==> config.mk <==
export PLATFORM = sky130hd
export DESIGN_NAME = mips_program_encoder
export DESIGN_NICKNAME = d
export VERILOG_FILES = /design/src/rtl/mips_program_encoder.sv
export SDC_FILE = /design/constraint.sdc
export NUM_CORES = 1
export LEC_CHECK = 0
export CORE_MARGIN = 5
export CORE_UTILIZATION = 40
export CTS_CLUSTER_DIAMETER = 60
export DETAILED_ROUTE_END_ITERATION = 6
export PLACE_DENSITY = 0.82
export SLEW_MARGIN = 15
export SYNTH_ARGS = -nofsm -noshare
export SYNTH_HDL_FRONTEND = slang
export SYNTH_SLANG_ARGS = --single-unit
==> constraint.sdc <==
create_clock -name i_clk -period 4 [get_ports i_clk]
set_input_delay 0.8 -clock i_clk [delete_from_list [all_inputs] [get_ports i_clk]]
set_output_delay 0.8 -clock i_clk [all_outputs]
set_load 0.05 [all_outputs]
==> src/rtl/mips_program_encoder.sv <==
// mips_program_encoder: loads a program into instruction memory.
// Symbolic instruction fields arrive on a valid/ready stream. Each one is
// encoded into a 32-bit MIPS word and written to consecutive word addresses
// through a 2-entry buffer that absorbs memory backpressure.
// Ports:
//   i_clk, i_rst           clock, asynchronous active-high reset
//   i_start, i_start_addr  open a session at a base byte address
//   i_in_*, o_in_ready     instruction field stream (valid/ready, last)
//   o_mem_*, i_mem_ready   memory write port (strobe, address, data, ready)
//   o_count                words written this session (saturating)
//   o_busy, o_done         LOAD and DONE state flags
//   o_error                sticky flag for an unsupported opcode
module mips_program_encoder #(
  parameter int unsigned ADDR_W    = 32,
  parameter int unsigned MAX_INSTR = 256,
  localparam int unsigned CNT_W    = $clog2(MAX_INSTR) + 1
) (
  input  logic              i_clk,
  input  logic              i_rst,
  input  logic              i_start,
  input  logic [ADDR_W-1:0] i_start_addr,
  input  logic              i_in_valid,
  output logic              o_in_ready,
  input  logic              i_in_last,
  input  logic [5:0]        i_in_opcode,
  input  logic [4:0]        i_in_rs,
  input  logic [4:0]        i_in_rt,
  input  logic [4:0]        i_in_rd,
  input  logic [4:0]        i_in_shamt,
  input  logic [5:0]        i_in_funct,
  input  logic [15:0]       i_in_imm,
  input  logic [25:0]       i_in_target,
  output logic              o_mem_wr_en,
  input  logic              i_mem_ready,
  output logic [ADDR_W-1:0] o_mem_addr,
  output logic [31:0]       o_mem_wr_data,
  output logic [CNT_W-1:0]  o_count,
  output logic              o_busy,
  output logic              o_done,
  output logic              o_error
);

  localparam logic [5:0] OP_RTYPE = 6'b000000;
  localparam logic [5:0] OP_LW    = 6'b100011;
  localparam logic [5:0] OP_SW    = 6'b101011;
  localparam logic [5:0] OP_BEQ   = 6'b000100;
  localparam logic [5:0] OP_J     = 6'b000010;
  localparam logic [5:0] OP_ORI   = 6'b001101;
  localparam logic [5:0] OP_ADDI  = 6'b001000;
  localparam logic [5:0] OP_ADDIU = 6'b001001;
  localparam logic [5:0] OP_ANDI  = 6'b001100;
  localparam logic [5:0] OP_LUI   = 6'b001111;
  localparam logic [5:0] OP_SLTI  = 6'b001010;
  localparam logic [5:0] OP_SLTIU = 6'b001011;
  localparam logic [5:0] OP_XORI  = 6'b001110;

  typedef enum logic [1:0] {
    S_IDLE  = 2'd0,
    S_LOAD  = 2'd1,
    S_DRAIN = 2'd2,
    S_DONE  = 2'd3
  } state_t;

  state_t            r_state;
  logic [ADDR_W-1:0] r_wr_ptr;
  logic [CNT_W-1:0]  r_count;
  logic [CNT_W-1:0]  r_accepted;
  logic              r_busy;
  logic              r_done;
  logic              r_error;

  // Shift-style buffer: entry 0 is the head presented to memory.
  logic              r_v0;
  logic              r_v1;
  logic [31:0]       r_b0;
  logic [31:0]       r_b1;

  logic [31:0]       w_word;
  logic              w_supported;
  logic              w_pop;
  logic              w_room;
  logic              w_below_max;
  logic              w_in_ready;
  logic              w_xfer;
  logic              w_push;
  logic              w_v0_n;
  logic              w_v1_n;
  logic [31:0]       w_b0_n;
  logic [31:0]       w_b1_n;

  // Field-to-word encoder; unknown opcodes flag w_supported low.
  always_comb begin
    w_supported = 1'b1;
    w_word      = '0;
    case (i_in_opcode)
      OP_RTYPE: w_word = {i_in_opcode, i_in_rs, i_in_rt, i_in_rd, i_in_shamt, i_in_funct};
      OP_J:     w_word = {i_in_opcode, i_in_target};
      OP_LUI:   w_word = {i_in_opcode, 5'b00000, i_in_rt, i_in_imm};
      OP_LW, OP_SW, OP_BEQ, OP_ORI, OP_ADDI, OP_ADDIU, OP_ANDI,
      OP_SLTI, OP_SLTIU, OP_XORI:
                w_word = {i_in_opcode, i_in_rs, i_in_rt, i_in_imm};
      default:  w_supported = 1'b0;
    endcase
  end

  // Ready accounts for a same-cycle pop so a full buffer can still stream.
  assign w_pop       = r_v0 && i_mem_ready;
  assign w_room      = !r_v1 || w_pop;
  assign w_below_max = r_accepted < CNT_W'(MAX_INSTR);
  assign w_in_ready  = (r_state == S_LOAD) && w_room && w_below_max;
  assign w_xfer      = i_in_valid && w_in_ready;
  assign w_push      = w_xfer && w_supported;

  // Next buffer contents: pop shifts entry 1 forward, push fills first free slot.
  always_comb begin
    w_v0_n = r_v0;
    w_v1_n = r_v1;
    w_b0_n = r_b0;
    w_b1_n = r_b1;
    if (w_pop) begin
      w_v0_n = r_v1;
      w_b0_n = r_b1;
      w_v1_n = 1'b0;
    end
    if (w_push) begin
      if (w_v0_n) begin
        w_v1_n = 1'b1;
        w_b1_n = w_word;
      end else begin
        w_v0_n = 1'b1;
        w_b0_n = w_word;
      end
    end
  end

  // Session FSM, buffer, address pointer and counters.
  always_ff @(posedge i_clk or posedge i_rst) begin
    if (i_rst) begin
      r_state    <= S_IDLE;
      r_wr_ptr   <= '0;
      r_count    <= '0;
      r_accepted <= '0;
      r_busy     <= 1'b0;
      r_done     <= 1'b0;
      r_error    <= 1'b0;
      r_v0       <= 1'b0;
      r_v1       <= 1'b0;
      r_b0       <= '0;
      r_b1       <= '0;
    end else begin
      r_v0 <= w_v0_n;
      r_v1 <= w_v1_n;
      r_b0 <= w_b0_n;
      r_b1 <= w_b1_n;

      if (w_pop) begin
        r_wr_ptr <= r_wr_ptr + ADDR_W'(4);
        if (r_count < CNT_W'(MAX_INSTR)) begin
          r_count <= r_count + CNT_W'(1);
        end
      end

      if (w_xfer) begin
        r_accepted <= r_accepted + CNT_W'(1);
        if (!w_supported) begin
          r_error <= 1'b1;
        end
      end

      case (r_state)
        S_IDLE, S_DONE: begin
          if (i_start) begin
            r_state    <= S_LOAD;
            r_busy     <= 1'b1;
            r_done     <= 1'b0;
            r_wr_ptr   <= i_start_addr & ~ADDR_W'(3);
            r_count    <= '0;
            r_accepted <= '0;
            r_error    <= 1'b0;
            r_v0       <= 1'b0;
            r_v1       <= 1'b0;
          end
        end
        S_LOAD: begin
          if (w_xfer && (i_in_last || (r_accepted == CNT_W'(MAX_INSTR - 1)))) begin
            r_state <= S_DRAIN;
            r_busy  <= 1'b0;
          end
        end
        S_DRAIN: begin
          // Pushes only happen in LOAD, so an empty head means nothing is pending.
          if (!r_v0) begin
            r_state <= S_DONE;
            r_done  <= 1'b1;
          end
        end
        default: begin
          r_state <= S_IDLE;
          r_busy  <= 1'b0;
          r_done  <= 1'b0;
        end
      endcase
    end
  end

  assign o_in_ready    = w_in_ready;
  assign o_mem_wr_en   = r_v0;
  assign o_mem_addr    = r_wr_ptr;
  assign o_mem_wr_data = r_b0;
  assign o_count       = r_count;
  assign o_busy        = r_busy;
  assign o_done        = r_done;
  assign o_error       = r_error;

endmodule

==> results of run 1 <==
through the flow:
step	worst slack [ns]	utilization
after floorplan	0.0425	-
after global placement	0.757	0.543
after detailed placement	0.711	0.543
after CTS	0.747	0.586
after global routing	0.625	0.586
final	0.752	0.586
layer usage:
metal,GRT usage,up-vias,wire length (um)
met2,0.287,195,7620
met3,0.0633,20,1530
met1,0.227,2623,7040
met4,0.0583,0,251
li1,-,2571,-
met5,0,-,0
logic make-up (layout without fill, tap and decap cells):
kind of cell,Yosys count,in the layout
AND/OR/NAND/NOR,166,166
flip-flops,119,119
AO/OA/AOI/OAI,113,113
multiplexers,96,96
buffers and inverters,82,277
XOR/XNOR,18,18
adder cells (fa/ha/maj),6,6
other,1,2
cell usage in the layout (no fill, tap or decap), drive strengths merged, types with 2 or more instances in the layout:
cell type,instances
a211oi,2
a21boi,2
a21oi,12
a222oi,16
a22oi,10
a31oi,21
and2,2
and3,3
and4,3
buf,14
bufinv,5
clkbuf,20
clkdlybuf4s50,185
clkinv,4
clkinvlp,3
conb,2
dfrtp,119
ha,6
inv,46
mux2i,96
nand2,40
nand2b,5
nand3,14
nand4,12
nor2,38
nor3,6
nor4,7
o211ai,2
o21ai,21
o2bb2ai,2
o31a,2
o31ai,14
or2,3
or3,7
or4,18
xnor2,11
xor2,7
how the worst max path moves through the flow:
stage                    from                   end  slack (ns)
2_1_floorplan           i_rst    o_busy$_DFFE_PP0P_        0.04
3_3_place_gp      i_mem_ready            o_in_ready        0.76
3_5_place_dp   i_in_opcode[5]  r_b1[31]$_DFFE_PP0P_        0.71
4_1_cts           i_mem_ready            o_in_ready        0.75
5_1_grt           i_mem_ready            o_in_ready        0.62
6_report          i_mem_ready            o_in_ready        0.75
cell type report:
| type | count | area (um2) | area share |
|---|---|---|---|
| timing repair buffer | 199 | 1970 | 0.221 |
| clock buffer | 20 | 447 | 0.0502 |
| tap | 188 | 235 | 0.0264 |
| inverter | 46 | 175 | 0.0197 |
| sequential | 119 | 2980 | 0.334 |
| clock inverter | 12 | 200 | 0.0225 |
| multi-input combinational | 401 | 2900 | 0.326 |
power breakdown:
| group | internal, mW | switching [mW] |
|---|---|---|
| clock network | 1.12 | 0.554 |
| registers | 1.23 | 0.0146 |
| logic | 0.164 | 0.178 |
| total | 2.51 | 0.746 |
registers in the layout (all words and copies together), names as in the netlist:
register	flops
o_count	9
o_error	1
r_v1	1
r_b1	32
o_done	1
r_state	2
o_mem_wr_data	32
r_accepted	9
o_mem_wr_en	1
o_mem_addr	30
o_busy	1
==> metrics.md, run 1 <==
| Metric | Value |
|---|---|
| Status | finished, final reports clean |
| First-pass GRT wire length | 26.0 mm |
| Final Skew | 0.00724 ns |
| Area Growth Syn to Fin | 43.2% |
| Yosys Warn Count | 0 |
| Final Cell Area | 8910 um2 |
| Die width | 135 um |
| Gate Count Post-Synth | 601 |
| Clock Latency Late Sink | 0.41 ns |
| P_leak | 4.05 nW |
| Slowest CP cell | clkdlybuf4s50_1 |
| DRC Markers | 0 |
| CP endpoint kind | primary output |
| Crit. path cell count | 4 |
| Post-synthesis adder-cell area fraction | 0.0121 |
| Final Non-Filler Cells | 985 |
| R2R depth | 4 |
| Dpl cells | 953 |
| Resized cells post-CTS | 0 |
| TNS Setup | 0 ns |
| Fin crit period | 3.25 ns |
| Number of flops mapped to enable cells by yosys | 0 |
| Post-synthesis cell type count | 55 |
| Crit path cell chain | clkdlybuf4s50_1 > a21boi_0 > nor2_1 > clkdlybuf4s50_1 |
| Path type of the worst setup path | input port to primary output |
| Worst reg-to-reg setup slack | 1.49 ns |
| Drt initial violations | 317 |
| Fraction of registers with async set/reset | 1.00 |
| Via density per instance | 5.49 |
| Placed inst area | 8260 um2 |
| CP max stage delay | 0.72 ns |
| Crit path DAT | approximately 2.5 ns |
| Hold depth | 1 |
| Hold WS | 0.492 ns |
| Synth Area in Simple Gates | 0.141 |
| Clk buf depth | 2 |
| Area share of the largest cell type after synthesis | 0.479 |
| PortBufs | ~190 |
| CTS Hold Bufs | 0 |
| DPL Wire Length | 11.8 mm |
| Num CTS Buffers | 17 |
| Synth area leaders | dfrtp_1, mux2i_1, inv_1 |
| Die area | 18100 um2 |
| Seq cells post-synth | 119 |
| Count of pins over their slew limit | 0 |
| Synth Area in Compound Gates | 0.130 |
| Row count | 45 |
| Number of global-route vias before repair | 5195 |
| Core Box Area | between 15000 and 20000 um2 |
| Synth Area per Inst | 10.3 um2 |
| Worst-path clk slew | about 0.060 ns |
| H-Tree Level Count | 4 |
| Detail Route Antenna Nets | 0 |
| Reg2reg start | o_mem_wr_en$_DFF_PP0_ |
| Pwr dens | 366 nW/um2 |
| GRT Util Overall | 0.179 |
| CP Launch Type | input port |
| CP Max Fanout | 4 |
| Worst vdd ir | between 0.2 and 0.3 mV |
| Top delay family on crit path | buffers and inverters |
| WHS Endpoint | r_b1[30]$_DFFE_PP0P_ |
| Share of layout cells above drive strength 1 | 0.0728 |
| Height of the chip | 135 um |
| Seq/Total Area, Yosys | 0.479 |
| Post-synthesis mux area share | 0.155 |
| Worst-Margin Slew | 0.948 ns |
| Worst Path Required | roughly 3.2 ns |
| Starting Density | 0.409 |
| Routed WL | between 15 and 20 mm |
| Hold Path Origin | r_b1[30]$_DFFE_PP0P_ |
| Max-cap violations | 0 |
| XOR/XNOR Fraction of Synth Area | 0.0254 |
| Drt wl/cell | around 17 um |
| Initial DRT Pass Iterations | 7 |
| Largest net degree at the start of global routing | 66 |
| Post-synth top cells | dfrtp_1, mux2i_1, inv_1 |
| CTS tree | built |
| Slew margin rel. | 0.368 |
| Post-layout nets | 902 |
| Count leader, synth | dfrtp_1 |
| Clock sinks | 119 |
| FILL cells | 1292 |
| RSZ-0062 raised after global routing | false |
| Final Hold Fails | 0 |
| Initial antenna violation count | 0 |
| Mapped Area | 6220 um2 |
| Reg2reg end | o_mem_addr[27]$_DFF_PP0_ |
| Ant diodes | 0 |
| Io pins | 190 |
| WP buf/inv | 2 |
| Clk root buf | clkbuf_16 |
| Period utilisation layout | 0.812 |
| Largest family of logic cells by synthesized area | multiplexers |
| Highest clock rate | 308 MHz |
| Design Power | 3.26 mW |
| Synth area leader | dfrtp_1 |
| Total global routing overflow | 0 |
| Crit path top cell by count | clkdlybuf4s50_1 |
| Hold Crit Class | flip-flop to flip-flop |
| Post-CTS setup buffers | 0 |
| Via count | around 5400 |
| Final GP Congestion | 0.823 |
| Final setup violating endpoints | 0 |
| Dominant synthesized flop cell | dfrtp_1 |
No activity file was read; power rests on OpenSTA's default activity.
==> run 2: changes to the inputs <==
--- a/config.mk
+++ b/config.mk
@@ -9,7 +9,7 @@
 export CORE_UTILIZATION = 40
 export CTS_CLUSTER_DIAMETER = 60
 export DETAILED_ROUTE_END_ITERATION = 6
-export PLACE_DENSITY = 0.82
+export PLACE_DENSITY = 0.79
 export SLEW_MARGIN = 15
 export SYNTH_ARGS = -nofsm -noshare
 export SYNTH_HDL_FRONTEND = slang
==> constraint.sdc (replaced) <==
create_clock -name i_clk -period 3 [get_ports i_clk]
set_input_delay 0.6 -clock i_clk [delete_from_list [all_inputs] [get_ports i_clk]]
set_output_delay 0.6 -clock i_clk [all_outputs]
set_load 0.05 [all_outputs]
==> run 2 against run 1 <==
Against the previous run:
- hold slack improved by 0.0072 ns
- via count decreased by 1.2%
- die area unchanged
- sequential share of layout area decreased by 0.30 points
- sequential cell count unchanged
- critical path depth increased by 1
- worst setup slack got worse by 0.32 ns
- design area increased by 0.90%
- clock power increased by 22%
==> metrics.md, run 2 (same netlist as run 1, synthesis figures left out) <==
| Metric | Value |
|---|---|
| Status | finished, final reports clean |
| Initial antenna violation count | 0 (unchanged) |
| Final GP Congestion | 0.807 (-1.8%) |
| Dpl cells | 965 (+1.3%) |
| FILL cells | 1275 (-1.3%) |
| Pwr dens | 463 nW/um2 (+26%) |
| Final Cell Area | 8990 um2 (+0.90%) |
| Via density per instance | 5.36 (-2.3%) |
| Ant diodes | 0 (unchanged) |
| Clk pwr share | 0.489 (-0.025) |
| PortBufs | 185 (unchanged) |
| Path type of the worst setup path | input port to primary output |
| Highest clock rate | 389 MHz |
| Final Hold Fails | 0 (unchanged) |
| Post-CTS setup buffers | 0 (unchanged) |
| Worst Slack Setup Final | 0.429 ns (-0.322 ns) |
| Reg2reg start | o_mem_wr_en$_DFF_PP0_ |
| Internal power | 3.20 mW (+27%) |
| Final Skew | 0.0108 ns (+0.00352 ns) |
| DPL Wire Length | 11.9 mm (+0.90%) |
| Share of layout cells above drive strength 1 | 0.0866 (+0.0139) |
| CTS Hold Bufs | 0 (unchanged) |
| Drt initial violations | 383 (+21%) |
| First-pass GRT wire length | 26.6 mm (+2.3%) |
| CP endpoint kind | primary output |
| WHS Endpoint | r_b1[30]$_DFFE_PP0P_ |
| Worst-path clk slew | 0.05 ns (about the same) |
| Pre-CTS setup slack | 0.121 ns (-0.590 ns) |
| Hold WS | 0.499 ns (+0.00719 ns) |
| Largest net degree at the start of global routing | 120 (+82%) |
| Max-cap violations | 0 (unchanged) |
| Detail Route Antenna Nets | 0 (unchanged) |
| Crit path DAT | 1.97 ns (-0.48 ns) |
| Sw power | 959 uW (+28%) |
| Die area | 18100 um2 (unchanged) |
| CP Launch Type | input port |
| Reg power frac | 0.399 (+0.018) |
| Die width | 135 um (unchanged) |
| Most frequent cells in the layout | clkdlybuf4s50_1, dfrtp_1, mux2i_1 |
| Area Growth Syn to Fin | 44.5% |
| Row count | 45 (unchanged) |
| Logic pwr share | 0.112 (+0.007) |
| Clk root buf | clkbuf_16 |
| Slowest CP cell | clkdlybuf4s50_1 |
| Num CTS Buffers | 17 (unchanged) |
| Starting Density | 0.409 (unchanged) |
| Hold Path Origin | r_b1[30]$_DFFE_PP0P_ |
| Worst reg-to-reg setup slack | 0.63 ns (-0.86 ns) |
| GRT Util Overall | 0.185 (+0.00555) |
| Drt wl/cell | 16.6 um (-0.62%) |
| Slew margin rel. | 0.561 (+0.193) |
| Initial DRT Pass Iterations | 5 (-2) |
| Worst Path Required | 2.40 ns (-0.80 ns) |
| Worst vdd ir | 0.364 mV (+41%) |
| Design Power | 4.16 mW (+28%) |
| Most common cell after layout, fill and taps aside | clkdlybuf4s50_1 |
| Core Box Area | 15200 um2 (unchanged) |
| Clock Latency Late Sink | 0.41 ns (about the same) |
| CP max stage delay | 0.44 ns (-0.28 ns) |
| Hold depth | 1 (unchanged) |
| Switching Share | 0.231 (+0.00164) |
| Fin crit period | 2.57 ns |
| Total global routing overflow | 0 (unchanged) |
| CTS tree | built |
| Worst setup path startpoint | i_mem_ready |
| Post-layout nets | 914 (+1.3%) |
| Count of pins over their slew limit | 0 (unchanged) |
| Placed inst area | 8400 um2 (+1.7%) |
| Period utilisation layout | 0.857 |
| Crit path cell chain | clkdlybuf4s50_1 > buf_4 > a21boi_0 > nor2_1 > buf_12 |
| P_leak | 4.11 nW (+1.3%) |
| TNS Setup | 0 ns (unchanged) |
| Resized cells post-CTS | 0 (unchanged) |
| Io pins | 190 (unchanged) |
| Clk buf depth | 2 (unchanged) |
| Final Non-Filler Cells | 996 (+1.1%) |
| Worst-Margin Slew | 0.659 ns (-0.289 ns) |
| Number of global-route vias before repair | 5313 (+2.3%) |
| CP Max Fanout | 8 (+4) |
| DRC Markers | 0 (unchanged) |
| Height of the chip | 135 um (unchanged) |
| Reg2reg end | o_mem_addr[31]$_DFF_PP0_ |
| Via count | 5342 (-1.2%) |
| Clock sinks | 119 (unchanged) |
| Final setup violating endpoints | 0 (unchanged) |
| R2R depth | 5 (+1) |
| Fin util | 0.591 (+0.00527) |
| Routed WL | 16.5 mm (+0.49%) |
| H-Tree Level Count | 4 (unchanged) |
| Hold Crit Class | flip-flop to flip-flop |
| RSZ-0062 raised after global routing | false |
run 2: metal layers:
metal	track usage	part of all wire
met1	0.233	0.44
met2	0.294	0.45
met3	0.0674	0.095
met4	0.0617	0.012
met5	0	0
run 2: area by class of cell:
class	instances	area, um2	area share
Sequential cell	119	2980	0.331
Inverter	46	176	0.0196
Clock inverter	10	128	0.0142
Clock buffer	21	460	0.0512
Multi-Input combinational cell	401	2900	0.323
Tap cell	188	235	0.0262
Timing Repair Buffer	211	2110	0.234
run 2: worst max-delay path by stage:
stage / endpoint / slack (ns)
floorplan: o_mem_addr[29]$_DFF_PP0_ / 0.58
global placement: r_b1[30]$_DFFE_PP0P_ / 0.16
detailed placement: r_b1[4]$_DFFE_PP0P_ / 0.12
CTS: o_in_ready / 0.44
global route: o_in_ready / 0.34
finish: o_in_ready / 0.43
run 2: power by group through the flow:
stage / combinational, mW / sequential [mW] / clock, mW
finish: 0.467 / 1.66 / 2.03
global route: 0.501 / 1.66 / 2.15
CTS: 0.473 / 1.66 / 2.08
detailed placement: 0.471 / 1.68 / 0
global placement: 0.466 / 1.68 / 0
floorplan: 0.104 / 1.79 / 0
run 2: worst max-delay path, delay by kind of cell:
family,cells,cell delay (ns)
compound gates,1,0.40
buf+inv,3,0.80
simple gates,1,0.16
